File: src/rtl/mu0_write_tracer.sv
// MU0 write tracer: a passive monitor on the MU0 memory-write port.
// It timestamps each write, queues it in a FIFO for a debug host to read,
// and raises done once the core has halted and the queue has drained.
//
// state | meaning
// RUN   | core running; cycle counter advances, writes are captured
// HALT  | core halted; counter frozen, writes ignored, waiting for drain
// DONE  | halted and drained; done held high until reset
module mu0_write_tracer #(
    parameter int DEPTH  = 16,
    parameter int ADDR_W = 12,
    parameter int DATA_W = 16,
    parameter int CYC_W  = 16
) (
    input  logic                     Clk,
    input  logic                     Reset,
    input  logic                     Wr,
    input  logic [ADDR_W-1:0]        Addr,
    input  logic [DATA_W-1:0]        Dout,
    input  logic                     Halted,
    input  logic                     rd_req,
    output logic                     rd_valid,
    output logic [CYC_W-1:0]         rd_cycle,
    output logic [ADDR_W-1:0]        rd_addr,
    output logic [DATA_W-1:0]        rd_data,
    output logic [$clog2(DEPTH):0]   count,
    output logic                     overflow,
    output logic                     done
);

    localparam int PTR_W = $clog2(DEPTH);
    localparam int CNT_W = PTR_W + 1;
    localparam int ENT_W = CYC_W + ADDR_W + DATA_W;

    localparam logic [PTR_W-1:0] PTR_ONE = PTR_W'(1);
    localparam logic [CNT_W-1:0] CNT_ONE = CNT_W'(1);
    localparam logic [CNT_W-1:0] CNT_FULL = CNT_W'(DEPTH);
    localparam logic [CYC_W-1:0] CYC_ONE = CYC_W'(1);

    typedef enum logic [1:0] {
        RUN  = 2'd0,
        HALT = 2'd1,
        DONE = 2'd2
    } state_t;

    state_t             state, state_next;
    logic [CYC_W-1:0]   cycle;
    logic [ENT_W-1:0]   mem [DEPTH];
    logic [PTR_W-1:0]   wr_ptr, rd_ptr;
    logic [CNT_W-1:0]   count_next;
    logic               full;
    logic               push, pop, push_ok;
    logic [ENT_W-1:0]   head;

    assign full     = (count == CNT_FULL);
    assign rd_valid = (count != '0);
    assign push     = (state == RUN) && Wr;
    assign pop      = rd_req && rd_valid;
    // a full FIFO still accepts a push when the head leaves on the same edge
    assign push_ok  = push && (!full || pop);
    assign head     = mem[rd_ptr];
    assign done     = (state == DONE);

    // state register
    always_ff @(posedge Clk or negedge Reset) begin
        if (!Reset) state <= RUN;
        else        state <= state_next;
    end

    // next-state: halt on sampled Halted, finish once the queue is empty after this edge
    always_comb begin
        state_next = state;
        case (state)
            RUN:     if (Halted) state_next = HALT;
            HALT:    if (count_next == '0) state_next = DONE;
            DONE:    state_next = DONE;
            default: state_next = RUN;
        endcase
    end

    // occupancy after this edge
    always_comb begin
        count_next = count;
        case ({push_ok, pop})
            2'b10:   count_next = count + CNT_ONE;
            2'b01:   count_next = count - CNT_ONE;
            default: count_next = count;
        endcase
    end

    // timestamp counter: runs only in RUN, saturates at all-ones
    always_ff @(posedge Clk or negedge Reset) begin
        if (!Reset)
            cycle <= '0;
        else if (state == RUN && cycle != '1)
            cycle <= cycle + CYC_ONE;
    end

    // FIFO pointers, occupancy and sticky overflow
    always_ff @(posedge Clk or negedge Reset) begin
        if (!Reset) begin
            wr_ptr   <= '0;
            rd_ptr   <= '0;
            count    <= '0;
            overflow <= 1'b0;
        end else begin
            if (push_ok) wr_ptr <= wr_ptr + PTR_ONE;
            if (pop)     rd_ptr <= rd_ptr + PTR_ONE;
            count <= count_next;
            if (push && !push_ok) overflow <= 1'b1;
        end
    end

    // FIFO storage; contents are don't-care until counted valid
    always_ff @(posedge Clk) begin
        if (push_ok) mem[wr_ptr] <= {cycle, Addr, Dout};
    end

    // first-word fall-through read port, zeroed when empty
    always_comb begin
        rd_cycle = '0;
        rd_addr  = '0;
        rd_data  = '0;
        if (rd_valid) begin
            rd_cycle = head[ENT_W-1 -: CYC_W];
            rd_addr  = head[DATA_W +: ADDR_W];
            rd_data  = head[DATA_W-1:0];
        end
    end

endmodule

File: config.mk
export PLATFORM = sky130hd
export DESIGN_NAME = mu0_write_tracer
export DESIGN_NICKNAME = d
export VERILOG_FILES = /design/src/rtl/mu0_write_tracer.sv
export SDC_FILE = /design/constraint.sdc
export NUM_CORES = 1
export LEC_CHECK = 0
export ABC_AREA = 0
export ABC_CLOCK_PERIOD_IN_PS = 11900
export CORE_MARGIN = 8
export CORE_UTILIZATION = 53
export DETAILED_ROUTE_END_ITERATION = 7
export GPL_TIMING_DRIVEN = 0
export PLACE_DENSITY = 0.7
export SYNTH_ARGS = -nofsm -noshare
export SYNTH_HDL_FRONTEND = slang
export SYNTH_SLANG_ARGS = --single-unit
File: constraint.sdc
create_clock -name Clk -period 11.9 [get_ports Clk]
set_clock_uncertainty 0.1 [all_clocks]
set_input_delay 1.785 -clock Clk [delete_from_list [all_inputs] [get_ports Clk]]
set_output_delay 1.785 -clock Clk [all_outputs]
set_load 0.005 [all_outputs]
## Yosys cells after proc, flatten, opt, wreduce, memory -nomap -nowiden

Memories as Yosys holds them, arrays and structs flattened.
Cells that the tools add are included.

| word-level totals | value |
|---|---|
| memories | 1 |
| memory bits (writable) | 704 |
| word-level logic and storage cells | 41 |
| output and inout port bits | 52 |
| bits in registers | 32 |

| cells by class | value |
|---|---|
| reductions and logical operators | 12 |
| mux-type cells | 9 |
| add/subtract/negate cells | 5 |
| equal/unequal tests | 8 |

Memory list:

| memory | depth | width | read ports | clocked after Yosys merged registers in | write ports | line | text |
|---|---|---|---|---|---|---|---|
| mem | 16 | 44 | 1 | 0 | 1 | 48 | `logic [ENT_W-1:0] mem [DEPTH];` |

Operators by type and width:

| kind | count |
|---|---|
| 16-bit two-way mux | 2 |
| 16-bit by 1-bit adder with 16-bit output, second input constant | 1 |
| 16-bit inequality test, second input constant | 1 |
| 12-bit two-way mux | 1 |
| 5-bit case mux with 2 select lines | 1 |
| 4-bit by 1-bit adder with 4-bit output, second input constant | 2 |
| 2-bit case mux with 3 select lines | 1 |
| 5-bit by 1-bit adder with 5-bit output, second input constant | 1 |
| 5-bit == test, second input constant | 1 |
| 1-bit logical AND | 5 |
| 5-bit logical NOT | 1 |
| 5-bit nonzero test | 1 |
| 5-bit by 1-bit subtractor with 5-bit output, second input constant | 1 |
| 2-bit by 1-bit == test with 1-bit output, second input constant | 2 |
| 2-bit == test, second input constant | 2 |
| 2-bit two-way mux | 2 |
| 2-bit inequality test, second input constant | 2 |
| 1-bit logical NOT | 2 |
| 2-bit logical NOT | 1 |
| 1-bit two-way mux | 2 |
| 2-bit AND reduction | 1 |
| 1-bit logical OR | 1 |

## Longest topological paths before layout

Gate-level depths: netlist (run 1).

| depth | value |
|---|---|
| depth after elaboration | 9 |
| mapped depth | 11 |
| depth with buffers taken out | 11 |

## Worst setup path after synthesis (run 1)

OpenSTA, ideal clock, no wires.

| path | value |
|---|---|
| path type | in2reg |
| from | in rd_req |
| to | mem mem[4][0] (netlist bit) (enable) |
| library setup time | 0.500 ns |
| data arrival time | 5.537 ns |
| data required time | 11.300 ns |
| setup slack | 5.763 ns |
| cell stages on the path | 6 |
| cell sequence | clkbuf_8 > nand3b_1 > and2_1 > clkbuf_1 > nand2_1 > nor3_1 |

| on the way | value |
|---|---|
| cells in the longest elaborated chain, start to end | 5 |

Ends and longest elaborated chain:

| item | line | text |
|---|---|---|
| from (decl) | 21 | `input logic rd_req,` |
| 1-bit logical AND | 58 | `assign pop = rd_req && rd_valid;` |
| 1-bit logical OR | 60 | `assign push_ok = push && (!full \|\| pop);` |
| 1-bit logical AND | 60 |  |
| 1-bit two-way mux | 116 | `if (push_ok) mem[wr_ptr] <= {cycle, Addr, Dout};` |
| 1-bit two-way mux (implied by the code) | 116 |  |
| to (decl) | 48 |  |

Every way passes these cells.

## Worst setup path in the final report (run 1)

| path | value |
|---|---|
| from | reg rd_ptr[1] |
| to | out rd_addr[8] |

| on the way | value |
|---|---|
| cells in the longest elaborated chain, start to end | 2 |

Ends and longest elaborated chain:

| item | line | text |
|---|---|---|
| from (decl) | 49 | `logic [PTR_W-1:0] wr_ptr, rd_ptr;` |
| from (signal assigned) | 108 | `if (pop) rd_ptr <= rd_ptr + PTR_ONE;` |
| memory 16 x 44 bit | - |  |
| 12-bit two-way mux | 124 | `if (rd_valid) begin` |
| to (decl) | 24 | `output logic [ADDR_W-1:0] rd_addr,` |

Every way passes these cells.

==> results of run 1 <==
-- worst max-delay path, stage by stage (launching register included) --
cell and delay, ps:
dfrtp_1 360, clkbuf_1 430, clkbuf_1 710, clkbuf_1 740, mux4_2 420, mux4_2 520, and2_1 180, clkdlybuf4s50_1 440
-- final cells by class --
class | instances | area [sq um]
buffer | 60 | 259
clock buffer | 92 | 1940
clock inverter | 35 | 253
fill | 3604 | 20600
inverter | 10 | 37.5
multi-input combinational | 428 | 6440
sequential | 736 | 21900
tap | 696 | 871
timing repair buffer | 114 | 1280
-- routing by layer --
| metal | share of wire | vias to the layer above | global-route usage |
|---|---|---|---|
| met5 | 0 | - | 0 |
| met1 | 0.40 | 7265 | 0.281 |
| met2 | 0.51 | 565 | 0.351 |
| met3 | 0.071 | 76 | 0.0322 |
| li1 | - | 5592 | - |
| met4 | 0.018 | 0 | 0.0561 |
-- sequential cells by signal, summed over array words and instances (netlist names) --
| name | count |
|---|---|
| count | 5 |
| cycle | 16 |
| mem | 704 |
| overflow | 1 |
| rd_ptr | 4 |
| state | 2 |
| wr_ptr | 4 |
-- power by group --
| group | internal [W] | total [W] | leakage [nW] | switching, W |
|---|---|---|---|---|
| Combinational | 0.00128 | 0.00244 | 2.61 | 0.00116 |
| Sequential | 0.00303 | 0.00314 | 6.83 | 0.000109 |
| Clock | 0.00122 | 0.00214 | 1.08 | 0.000917 |
-- worst min path at each step --
stage / end / slack, ps / from
2_1_floorplan: overflow$_DFFE_PN0P_ / 370 / overflow$_DFFE_PN0P_
3_3_place_gp: overflow$_DFFE_PN0P_ / 400 / overflow$_DFFE_PN0P_
3_5_place_dp: overflow$_DFFE_PN0P_ / 440 / overflow$_DFFE_PN0P_
4_1_cts: overflow$_DFFE_PN0P_ / 460 / overflow$_DFFE_PN0P_
5_1_grt: overflow$_DFFE_PN0P_ / 480 / overflow$_DFFE_PN0P_
6_report: overflow$_DFFE_PN0P_ / 470 / overflow$_DFFE_PN0P_
-- through the flow --
step	cell area (sq um)	hold WS (ps)	setup WS (ps)
global placement	30300	402	1200
detailed placement	30800	441	6270
floorplan	28600	368	5760
finish	33000	470	5620
CTS	33000	462	5560
global route	33000	476	5530
-- layout by cell type, fill, tap and decap left out, types with 6 or more instances in the layout --
cell	instances
and2_4	8
xor2_1	8
nor3_1	6
mux4_2	220
and2_1	46
dfrtp_1	32
clkdlybuf4s50_1	83
clkinv_1	12
buf_2	14
clkinv_2	15
buf_6	20
o21ai_0	11
ha_1	13
clkbuf_1	53
xnor2_1	14
nand3_1	13
buf_1	9
edfxtp_1	704
a21oi_1	7
nand2_1	17
inv_1	10
clkbuf_16	75
nor2_1	8
-- cells by family after synthesis --
| group | Yosys count |
|---|---|
| mux | 224 |
| flops | 736 |
| compound gates | 37 |
| simple gates | 131 |
| fa+ha+maj | 14 |
| buf+inv | 70 |
| xor+xnor | 22 |
==> out/results.ini, run 1 <==
[timing]
post-route-min-period_ps=6280
grt_setup_unrepaired=false
tns_ps=0
clock.fmax_ghz=0.159
setup-violations-final=0
worstMarginPinSlew_ps=1230
relSlewSlack=0.179
slew_viol_final=0
finalHoldViolCount=0
period_share=0.528

[critical_path]
r2r_start=count[0]$_DFF_PN0_
worstSetupEndpoint=rd_addr[8]
crit_start=rd_ptr[1]$_DFFE_PN0P_
reg2reg_slack_ps=8260
worstPathArrival_ps=4390
r2r_cells=11
critPathKind=flop to output pin
cp-end-kind=output pin
crit_fanout=10
r2r_end=state[0]$_DFFE_PN0P_
required_ps=10020
worstSetupStartpointType=flop

[clock_tree]
cts.reportedPaths.clkPinSlew_ps=60
clock_latency_ps=610
clock_sinks=736
postCtsSetupRepairBufs=0
root_buffer=clkbuf_16
cts-resized-gates=0
clock_path_buffers=3
h-tree-depth=3
cts_tree=yes
hold_buffers=0
tritoncts.num_buffers=71

[outcome]
status=complete, no violations

[place]
io_buffers=84
dp_cells=2044
dp_hpwl_mm=35.9
gp_congestion=0.760

[die]
fp.dieW_um=248
core_area_sq_um=53600
start_util=0.534
ios=85
fp.dieArea_sq_um=61700
die_h_um=248
num_rows=85

[drt]
drt-initial-drc-count=1370
vias=13500
firstDrtPassIters=5
drtAntennaViolNets=0
route.detailed.wl_per_inst_um=28.8
routed_via_density=6.22
drc=0
routed_wl_mm=62.6

[logic_synthesis]
synthTopCellsByCount=edfxtp_1 (704), mux4_2 (220), and2_1 (54), clkbuf_1 (36), dfrtp_1 (32)
yosysTopAreaCell=edfxtp_1
synth-seq-area-share=0.767
syn_area_sq_um=28600
yosys.area_share.simple=0.0260
synthArstFlopShare=0.0435
synth_top_family_by_area=multiplexers
syn_avg_cell_area_sq_um=23.2
synth-edff-count=704
synth-compound-area-share=0.00875
yosys_register_bits=736
synth_xor_area_frac=0.00674
ys_top_cells_by_area=edfxtp_1 (74%), mux4_2 (17%), dfrtp_1 (2.8%)
synthAdderAreaFrac=0.00639
synth.most_common_cell=edfxtp_1
netlist-cell-type-count=52
synth_top_area_frac=0.739
synth_nets=1281
synth-main-ff-cell=edfxtp_1
synthMuxAreaShare=0.175
synthCells=1234
ys_warn_count=0

[pwr]
p_per_area_nw_per_um2=234
vdd_drop_max_mv=0.154
leakage_nw=10.5
finalPower_w=0.00771

[layout]
fin_util=0.616
final_cells=2171
nets=1468
area_delta_synth_final_pct=15.4
insertedDiodeCount=0
drive_gt1_frac=0.266

[grt]
grt_max_degree=45
grt_remaining_overflow=0
grt_usage=0.207
grt_pass1_wl_mm=91.9
antenna_found_initial=1
grt_pass1_vias=14100

[run]
drv_cap=0

[hold_path]
hp-class=flop to flop
whs_path_depth=1

Note: power is estimated with default switching activity, not from simulation.
==> inputs of run 2 (changes only) <==
ABC_CLOCK_PERIOD_IN_PS = 6000   (was 11900)
clock period = 6 ns   (was 11.9 ns; I/O delays follow)
==> results of run 2 <==
The final DEF is identical to that of run 1. Status: complete, no violations.
Among the figures that moved: setup slack after placement 6270 ps -> 1250 ps; clock-pin slew on the worst setup and hold paths 60 ps -> 70 ps; setup slack after layout 5620 ps -> 607 ps; hold slack 470 ps -> 289 ps; register-to-register setup slack 8260 ps -> 2360 ps; total power 0.00771 W -> 0.0153 W; worst IR drop on VDD 0.154 mV -> 0.306 mV
